[config.mk]
export PLATFORM = sky130hd
export DESIGN_NAME = pipe_hazard_ctrl
export DESIGN_NICKNAME = d
export VERILOG_FILES = /design/src/rtl/pipe_ctrl_pkg.sv /design/src/rtl/pipe_hazard_ctrl_forward_unit.sv /design/src/rtl/pipe_hazard_ctrl.sv
export SDC_FILE = /design/constraint.sdc
export NUM_CORES = 1
export LEC_CHECK = 0
export CORE_ASPECT_RATIO = 1.4
export CORE_MARGIN = 2
export CORE_UTILIZATION = 45
export CTS_BUF_LIST = sky130_fd_sc_hd__clkbuf_8
export DETAILED_ROUTE_END_ITERATION = 16
export DONT_BUFFER_PORTS = 1
export GPL_TIMING_DRIVEN = 0
export PLACE_DENSITY = 0.62
export SLEW_MARGIN = 20
export SYNTH_ARGS = -nofsm -noshare
export SYNTH_HDL_FRONTEND = slang
export SYNTH_HIERARCHICAL = 1
export SYNTH_SLANG_ARGS = --single-unit
[constraint.sdc]
create_clock -name clk -period 3.5 [get_ports clk]
set_input_delay 0.35 -clock clk [delete_from_list [all_inputs] [get_ports clk]]
set_output_delay 0.35 -clock clk [all_outputs]
set_load 0.03 [all_outputs]
[src/rtl/pipe_ctrl_pkg.sv]
// rtl/pipe_ctrl_pkg.sv - shared constants and types for the pipeline hazard controller
package pipe_ctrl_pkg;

  // EX-stage forwarding mux selects
  localparam logic [1:0] FWD_RF  = 2'b00;
  localparam logic [1:0] FWD_WB  = 2'b01;
  localparam logic [1:0] FWD_MEM = 2'b10;

  // ResultSrcE encoding that marks a load in EX
  localparam logic [1:0] RESULT_LOAD = 2'b01;

  // Data-memory wait-state FSM
  typedef enum logic [1:0] {
    IDLE = 2'b00,
    WAIT = 2'b01,
    ERR  = 2'b10
  } mem_state_t;

endpackage

[src/rtl/pipe_hazard_ctrl_forward_unit.sv]
// rtl/pipe_hazard_ctrl_forward_unit.sv - EX-stage operand forwarding select for one source register
module forward_unit
  import pipe_ctrl_pkg::*;
(
  input  logic [4:0] RsE,
  input  logic [4:0] RdM,
  input  logic [4:0] RdW,
  input  logic       RegWriteM,
  input  logic       RegWriteW,
  output logic [1:0] ForwardE
);

  // MEM is the younger producer, so it wins over WB; x0 is never forwarded
  always_comb begin
    ForwardE = FWD_RF;
    if (RegWriteM && (RdM != 5'd0) && (RdM == RsE)) begin
      ForwardE = FWD_MEM;
    end else if (RegWriteW && (RdW != 5'd0) && (RdW == RsE)) begin
      ForwardE = FWD_WB;
    end
  end

endmodule

[src/rtl/pipe_hazard_ctrl.sv]
// rtl/pipe_hazard_ctrl.sv - stall/flush/forwarding control and memory wait-state FSM for a 5-stage pipeline
module pipe_hazard_ctrl
  import pipe_ctrl_pkg::*;
#(
  parameter int CNT_W       = 16,
  parameter int MEM_TIMEOUT = 64
) (
  input  logic             clk,
  input  logic             reset,
  input  logic [4:0]       Rs1D,
  input  logic [4:0]       Rs2D,
  input  logic [4:0]       Rs1E,
  input  logic [4:0]       Rs2E,
  input  logic [4:0]       RdE,
  input  logic [4:0]       RdM,
  input  logic [4:0]       RdW,
  input  logic [1:0]       ResultSrcE,
  input  logic             RegWriteM,
  input  logic             RegWriteW,
  input  logic             PCSrcE,
  input  logic             MemReqM,
  input  logic             MemReadyM,
  output logic             StallF,
  output logic             StallD,
  output logic             StallE,
  output logic             StallM,
  output logic             FlushD,
  output logic             FlushE,
  output logic             FlushW,
  output logic [1:0]       ForwardAE,
  output logic [1:0]       ForwardBE,
  output logic             MemBusy,
  output logic             MemErr,
  output logic [CNT_W-1:0] StallCnt,
  output logic [CNT_W-1:0] FlushCnt
);

  // The wait counter only has to reach MEM_TIMEOUT-1 before the FSM leaves WAIT
  localparam int WCNT_W = (MEM_TIMEOUT > 2) ? $clog2(MEM_TIMEOUT) : 1;
  localparam logic [WCNT_W-1:0] WCNT_LAST = WCNT_W'(MEM_TIMEOUT - 1);

  mem_state_t        r_state;
  logic [WCNT_W-1:0] r_wait_cnt;
  logic              r_mem_busy;
  logic              r_mem_err;
  logic [CNT_W-1:0]  r_stall_cnt;
  logic [CNT_W-1:0]  r_flush_cnt;

  logic w_lw_stall;
  logic w_mem_stall;
  logic w_stall_fd;
  logic w_flush_d;
  logic w_flush_e;

  forward_unit u_fwd_a (
    .RsE       (Rs1E),
    .RdM       (RdM),
    .RdW       (RdW),
    .RegWriteM (RegWriteM),
    .RegWriteW (RegWriteW),
    .ForwardE  (ForwardAE)
  );

  forward_unit u_fwd_b (
    .RsE       (Rs2E),
    .RdM       (RdM),
    .RdW       (RdW),
    .RegWriteM (RegWriteM),
    .RegWriteW (RegWriteW),
    .ForwardE  (ForwardBE)
  );

  // Hazard detection: load-use in ID/EX and any unfinished memory access in MEM
  always_comb begin
    w_lw_stall = (ResultSrcE == RESULT_LOAD) && (RdE != 5'd0) &&
                 ((RdE == Rs1D) || (RdE == Rs2D));
    w_mem_stall = 1'b0;
    case (r_state)
      IDLE:    w_mem_stall = MemReqM && !MemReadyM;
      WAIT:    w_mem_stall = !MemReadyM;
      ERR:     w_mem_stall = 1'b1;
      default: w_mem_stall = 1'b1;
    endcase
  end

  // A memory freeze holds the branch in EX, so its flush is deferred to the release cycle
  always_comb begin
    w_stall_fd = w_lw_stall || w_mem_stall;
    w_flush_d  = PCSrcE && !w_mem_stall;
    w_flush_e  = (w_lw_stall || PCSrcE) && !w_mem_stall;
  end

  assign StallF   = w_stall_fd;
  assign StallD   = w_stall_fd;
  assign StallE   = w_mem_stall;
  assign StallM   = w_mem_stall;
  assign FlushW   = w_mem_stall;
  assign FlushD   = w_flush_d;
  assign FlushE   = w_flush_e;
  assign MemBusy  = r_mem_busy;
  assign MemErr   = r_mem_err;
  assign StallCnt = r_stall_cnt;
  assign FlushCnt = r_flush_cnt;

  // Memory wait-state FSM with registered busy/error flags; ERR holds until reset
  always_ff @(posedge clk) begin
    if (!reset) begin
      r_state    <= IDLE;
      r_wait_cnt <= '0;
      r_mem_busy <= 1'b0;
      r_mem_err  <= 1'b0;
    end else begin
      case (r_state)
        IDLE: begin
          r_wait_cnt <= '0;
          if (MemReqM && !MemReadyM) begin
            r_state    <= WAIT;
            r_mem_busy <= 1'b1;
          end
        end
        WAIT: begin
          if (MemReadyM) begin
            r_state    <= IDLE;
            r_wait_cnt <= '0;
            r_mem_busy <= 1'b0;
          end else if (r_wait_cnt == WCNT_LAST) begin
            r_state   <= ERR;
            r_mem_err <= 1'b1;
          end else begin
            r_wait_cnt <= r_wait_cnt + WCNT_W'(1);
          end
        end
        ERR: begin
          r_mem_busy <= 1'b1;
          r_mem_err  <= 1'b1;
        end
        default: begin
          r_state    <= IDLE;
          r_wait_cnt <= '0;
          r_mem_busy <= 1'b0;
          r_mem_err  <= 1'b0;
        end
      endcase
    end
  end

  // Saturating performance counters: stop at all-ones instead of wrapping
  always_ff @(posedge clk) begin
    if (!reset) begin
      r_stall_cnt <= '0;
      r_flush_cnt <= '0;
    end else begin
      if (w_stall_fd && (r_stall_cnt != {CNT_W{1'b1}})) begin
        r_stall_cnt <= r_stall_cnt + CNT_W'(1);
      end
      if ((w_flush_d || w_flush_e) && (r_flush_cnt != {CNT_W{1'b1}})) begin
        r_flush_cnt <= r_flush_cnt + CNT_W'(1);
      end
    end
  end

endmodule
Word-level counts from Yosys, hierarchy flattened --
Index checks and enable logic that the tools add are counted.
Storage, ports and cells: register bits 42, logic and storage cells 74, output and inout bits 45
Cells by class: multiplexer cells 18, bitwise logic cells 2, add/subtract/negate cells 3, eq/ne operators 18, reductions and logical operators 27
Operators with widths (count):
- 16-bit by 1-bit adder with 16-bit output, second input constant | 2
- 16-bit != test, second input constant | 2
- 5-bit equality test | 6
- 5-bit nonzero test | 3
- 1-bit logical AND | 13
- 6-bit two-way mux | 2
- 6-bit case mux with 2 select lines | 1
- 2-bit two-way mux | 5
- 2-bit != test, second input constant | 4
- 6-bit by 1-bit adder with 6-bit output, second input constant | 1
- 6-bit equality test, second input constant | 1
- 1-bit two-way mux | 6
- 3-bit != test, second input constant | 2
- 1-bit case mux with 3 select lines | 2
- 2-bit case mux with 3 select lines | 1
- 3-bit AND reduction | 2
- 2-bit by 1-bit equality test with 1-bit output, second input constant | 2
- 1-bit logical OR | 4
- 2-bit AND reduction | 2
- 2-bit equality test, second input constant | 1
- 1-bit zero test | 2
- 2-bit zero test | 1
- 1-bit NOT | 2
- 1-bit case mux with 2 select lines | 1

Depth between registers and ports, before layout --
depth in word-level cells 7, gate-level depth with buffers 11, depth with buffers taken out 9

Cells and area by module --
Netlist, hierarchy kept.
Modules (own cells, without submodules):
- pipe_hazard_ctrl | cells an instance 286, instances 1, area each 2369.8 µm²
- forward_unit | cells an instance 20, instances 2, area each 151.4 µm²

Least setup slack after synthesis --
No wires, ideal clock.
path kind register -> register, start point register r_stall_cnt[0], in the netlist StallCnt[0], end point register r_stall_cnt[1], in the netlist StallCnt[1], data arrival time 1.943 ns, path buffers 2, data required time 3.372 ns, library setup time 0.128 ns, setup slack 1.429 ns, clock period less this slack 2.071 ns, stages on the path, launching flop included 10, cells stage by stage dfxtp_1 > ha_1 > and2_1 > nand4_1 > o22a_4 > o21ai_2 > buf_6 > buf_4 > mux2i_1 > nor2_1
On the way: word-level cells in the longest chain between the ends 2, elaborated cells on any way between the ends 3
RTL lines:
- start, declared | line pipe_hazard_ctrl.sv:46 | logic [CNT_W-1:0] r_stall_cnt;
- start signal, assigned | line pipe_hazard_ctrl.sv:154 | r_stall_cnt <= r_stall_cnt + CNT_W'(1);
- parallel branches: the longest is 2 deep, another holds 16-bit by 1-bit adder with 16-bit output
Parallel ways; which one is timed is not known. A chain may end at the register's enable or synchronous reset.

Worst setup path in the final report --
start point register r_state[1], end point output StallF
On the way: word-level cells in the longest chain between the ends 3, elaborated cells on any way between the ends 4
RTL lines:
- start, declared | line pipe_hazard_ctrl.sv:42 | mem_state_t r_state;
- start signal, assigned | line pipe_hazard_ctrl.sv:108 | r_state <= IDLE;
- start signal, assigned | line pipe_hazard_ctrl.sv:117 | r_state <= WAIT;
- start signal, assigned | line pipe_hazard_ctrl.sv:123 | r_state <= IDLE;
- 2-bit by 1-bit equality test with 1-bit output / 2-bit zero test (equally long branches) | line pipe_hazard_ctrl.sv:78 | case (r_state)
- 1-bit case mux with 2 select lines * | line pipe_hazard_ctrl.sv:78
- net FlushW | line pipe_hazard_ctrl.sv:29 | output logic FlushW,
- 1-bit logical OR * | line pipe_hazard_ctrl.sv:88 | w_stall_fd = w_lw_stall || w_mem_stall;
- end, declared | line pipe_hazard_ctrl.sv:23 | output logic StallF,
The timed path passes the listed nets; every way through them passes the cells marked *.

==> reports/results.ini <==
[die]
dieHeight_um=95.2
pin_count=89
dieArea_um2=6580
die_w_um=69.1
placement_rows=33
core_area_um2=5780
initial_core_util=0.462

[drt]
wl_per_cell_um=15.4
drc=0
drt_iter0_drc=69
ant_nets=0
dr.pass1.iters=6
vias_per_cell=5.82
dr_total_vias=2350
wl_um=6210

[synth]
synth.avg_cell_area_um2=8.20
synth-compound-area-share=0.191
synth-simple-area-share=0.279
synth_nets=376
synth_xor_area_frac=0.114
yosysUniqueCellTypes=52
synthFlopType=dfxtp_1
synthArstFlopShare=0
seq_area_frac_synth=0.315
yosysWarnings=6
synthAdderAreaFrac=0.0281
synth_top_family_by_area=simple AND/OR/NAND/NOR gates
syn_area_um2=2670
ys_ff_latch=42
synth_cells=326
synth_mux_area_frac=0.0337
synth-edff-count=0

[clock_tree]
cts_tree=yes
cts_setup_buffers=0
ctsResizeCount=0
clk_latency_ns=0.30
ctsHoldBuffers=0
htreeDepth=2
cts-root-buf=clkbuf_8
clockBufferDepth=2
cts_buffers=5
cts_sinks=42
clkTransAtPathRegs_ns=0.08

[hold_path]
hold_class=primary input to flop
hold_depth=2
hold_start=reset
min_to=FlushCnt[9]$_SDFFE_PN0P_

[critical_path]
critPathBufInv=4
slowest_stage=dfxtp_1
cpMostUsedCell=inv_1
crit_path_start_kind=flop
path_max_fanout=11
crit_chain=inv_1 -> ha_1 -> nor2_1 -> o22a_2 -> clkinv_4 -> a21oi_1 -> inv_1 -> buf_4
cp.arrival_ns=2.10
crit_type=flop to output pin
ff2ff_path_depth=9
slowest_delay_ns=0.34
r2r_end=StallCnt[1]$_SDFFE_PN0P_
timing.rr.start=StallCnt[1]$_SDFFE_PN0P_
crit_required_ns=3.15
end_kind=output pin
cp_top_family=buffers and inverters
rrSetupSlack_ns=1.12

[timing]
fin_ws_ns=1.05
period_needed_ns=2.45
finalHoldViolations=0
fin_skew_ns=0.0155
rsz0062_at_grt=no
finalSetupViolCount=0
max_slew_margin=0.535
tns_ns=0
tightest_slew_ns=0.697
final.period_utilization=0.701
max_freq_ghz=0.407
slew_violations=0

[power]
ir_drop_uv=245
power_density_nw_per_um2=378
p_leak_nw=1.00

[global_route]
antenna_found_initial=0
grt_remaining_overflow=0
grt_util_met2=0.342
grt_pass1_vias=2213
grt_util_met1=0.190
grt_max_degree=14
grt_first_pass_wirelength_um=9910
grt.total_usage=0.184
grt.met3_usage=0.0698
top_usage_layer=met2

[finish]
final_area_um2=2860
area_growth_pct=6.84
layout-drive-gt1-share=0.0898
diodes=0
layout.nets=383

[placement]
io_buffers=0
dpl_cell_area_um2=2760
pre_cts_ws_ns=1.12
place.gp.congestion=0.840
hpwl_um=4800

[run]
max-cap-violations=0

[status]
status=completed

metrics by stage:
step	util	std cells	power, mW	hold slack [ns]
3_5_place_dp	0.477	396	0.753	0.491
5_1_grt	0.494	404	1.13	0.193
4_1_cts	0.494	404	1.09	0.195
6_report	0.494	404	1.08	0.210
3_3_place_gp	0.477	396	0.752	0.486
2_1_floorplan	-	326	0.717	0.463
cell usage in the layout (no fill, tap or decap), types with 5 or more instances in the layout:
cell	netlist	final
and2_1	8	8
nor3_1	13	13
o21ai_0	7	7
xnor2_1	26	26
o21a_1	6	6
nand2_1	39	39
a21oi_1	23	23
nor2_1	24	24
or3_1	5	5
or4_1	7	7
clkbuf_8	0	6
nand4_1	8	8
nand3_1	15	15
ha_1	6	6
inv_1	9	10
mux2i_1	9	9
xor2_1	7	7
dfxtp_1	42	42
clkbuf_1	6	6
and3_1	8	8
nand2b_1	8	8
o31ai_1	7	7
how the worst max path moves through the flow:
stage	startpoint	slack, ns	to	depth (start not counted)
after floorplan	StallCnt[0]$_SDFFE_PN0P_	1.43	StallCnt[1]$_SDFFE_PN0P_	9
after global placement	StallCnt[0]$_SDFFE_PN0P_	1.13	StallCnt[1]$_SDFFE_PN0P_	9
after detailed placement	StallCnt[0]$_SDFFE_PN0P_	1.12	StallCnt[1]$_SDFFE_PN0P_	9
after CTS	r_state[1]$_SDFFE_PN0P_	1.02	StallF	8
after global routing	r_state[1]$_SDFFE_PN0P_	0.84	StallF	8
final	r_state[1]$_SDFFE_PN0P_	1.05	StallF	8
layer usage:
layer / wire length, um / vias up
met5: 0 / -
met4: 53 / 0
met3: 464 / 6
met2: 3120 / 62
met1: 2570 / 1097
li1: - / 1185
where the power goes:
part           leakage, nW  switching (mW)  total, mW  internal, mW
sequential           0.339          0.0307      0.520         0.489
clock               0.0530           0.178      0.338         0.160
combinational        0.610           0.138      0.222        0.0844
total                 1.00           0.346       1.08         0.734
sequential cells by signal, summed over array words and instances (netlist names):
register and count:
FlushCnt 16, MemBusy 1, MemErr 1, StallCnt 16, r_state 2, r_wait_cnt 6
layout make-up:
cell class | count | area, um2
Fill cell | 578 | 2930
Multi-Input combinational cell | 263 | 1730
Sequential cell | 42 | 841
Tap cell | 70 | 87.6
Clock buffer | 6 | 82.6
Buffer | 11 | 63.8
Inverter | 10 | 42.5
Clock inverter | 2 | 12.5
cells by family (layout without fill, tap and decap cells):
group                      count (synthesis)  count (layout)
and+or+nand+nor                          146             146
AOI/OAI and AO/OA                         68              68
DFF                                       42              42
xor gates and xnor gates                  34              34
buffers and inverters                     21              29
muxes                                      9               9
adders and majority gates                  6               6
cell usage after synthesis (2+ instances only):
cell | instances | area share
a211oi_2 | 2 | 0.0094
a21oi_1 | 23 | 0.043
a221oi_1 | 2 | 0.0066
and2_1 | 8 | 0.019
and3_1 | 8 | 0.019
buf_4 | 4 | 0.011
clkbuf_1 | 6 | 0.0084
dfxtp_1 | 42 | 0.31
ha_1 | 6 | 0.028
inv_1 | 9 | 0.013
mux2i_1 | 9 | 0.034
nand2_1 | 39 | 0.055
nand2b_1 | 8 | 0.019
nand3_1 | 15 | 0.028
nand4_1 | 8 | 0.019
nor2_1 | 24 | 0.034
nor3_1 | 13 | 0.024
nor3_2 | 2 | 0.0075
nor4_1 | 3 | 0.0070
o211ai_1 | 2 | 0.0056
o21a_1 | 6 | 0.017
o21ai_0 | 7 | 0.013
o221a_2 | 2 | 0.0084
o221ai_1 | 2 | 0.0066
o31ai_1 | 7 | 0.020
o41ai_2 | 2 | 0.012
or3_1 | 5 | 0.012
or4_1 | 7 | 0.020
xnor2_1 | 26 | 0.085
xor2_1 | 7 | 0.023
Power figures use the tool's default switching activity.
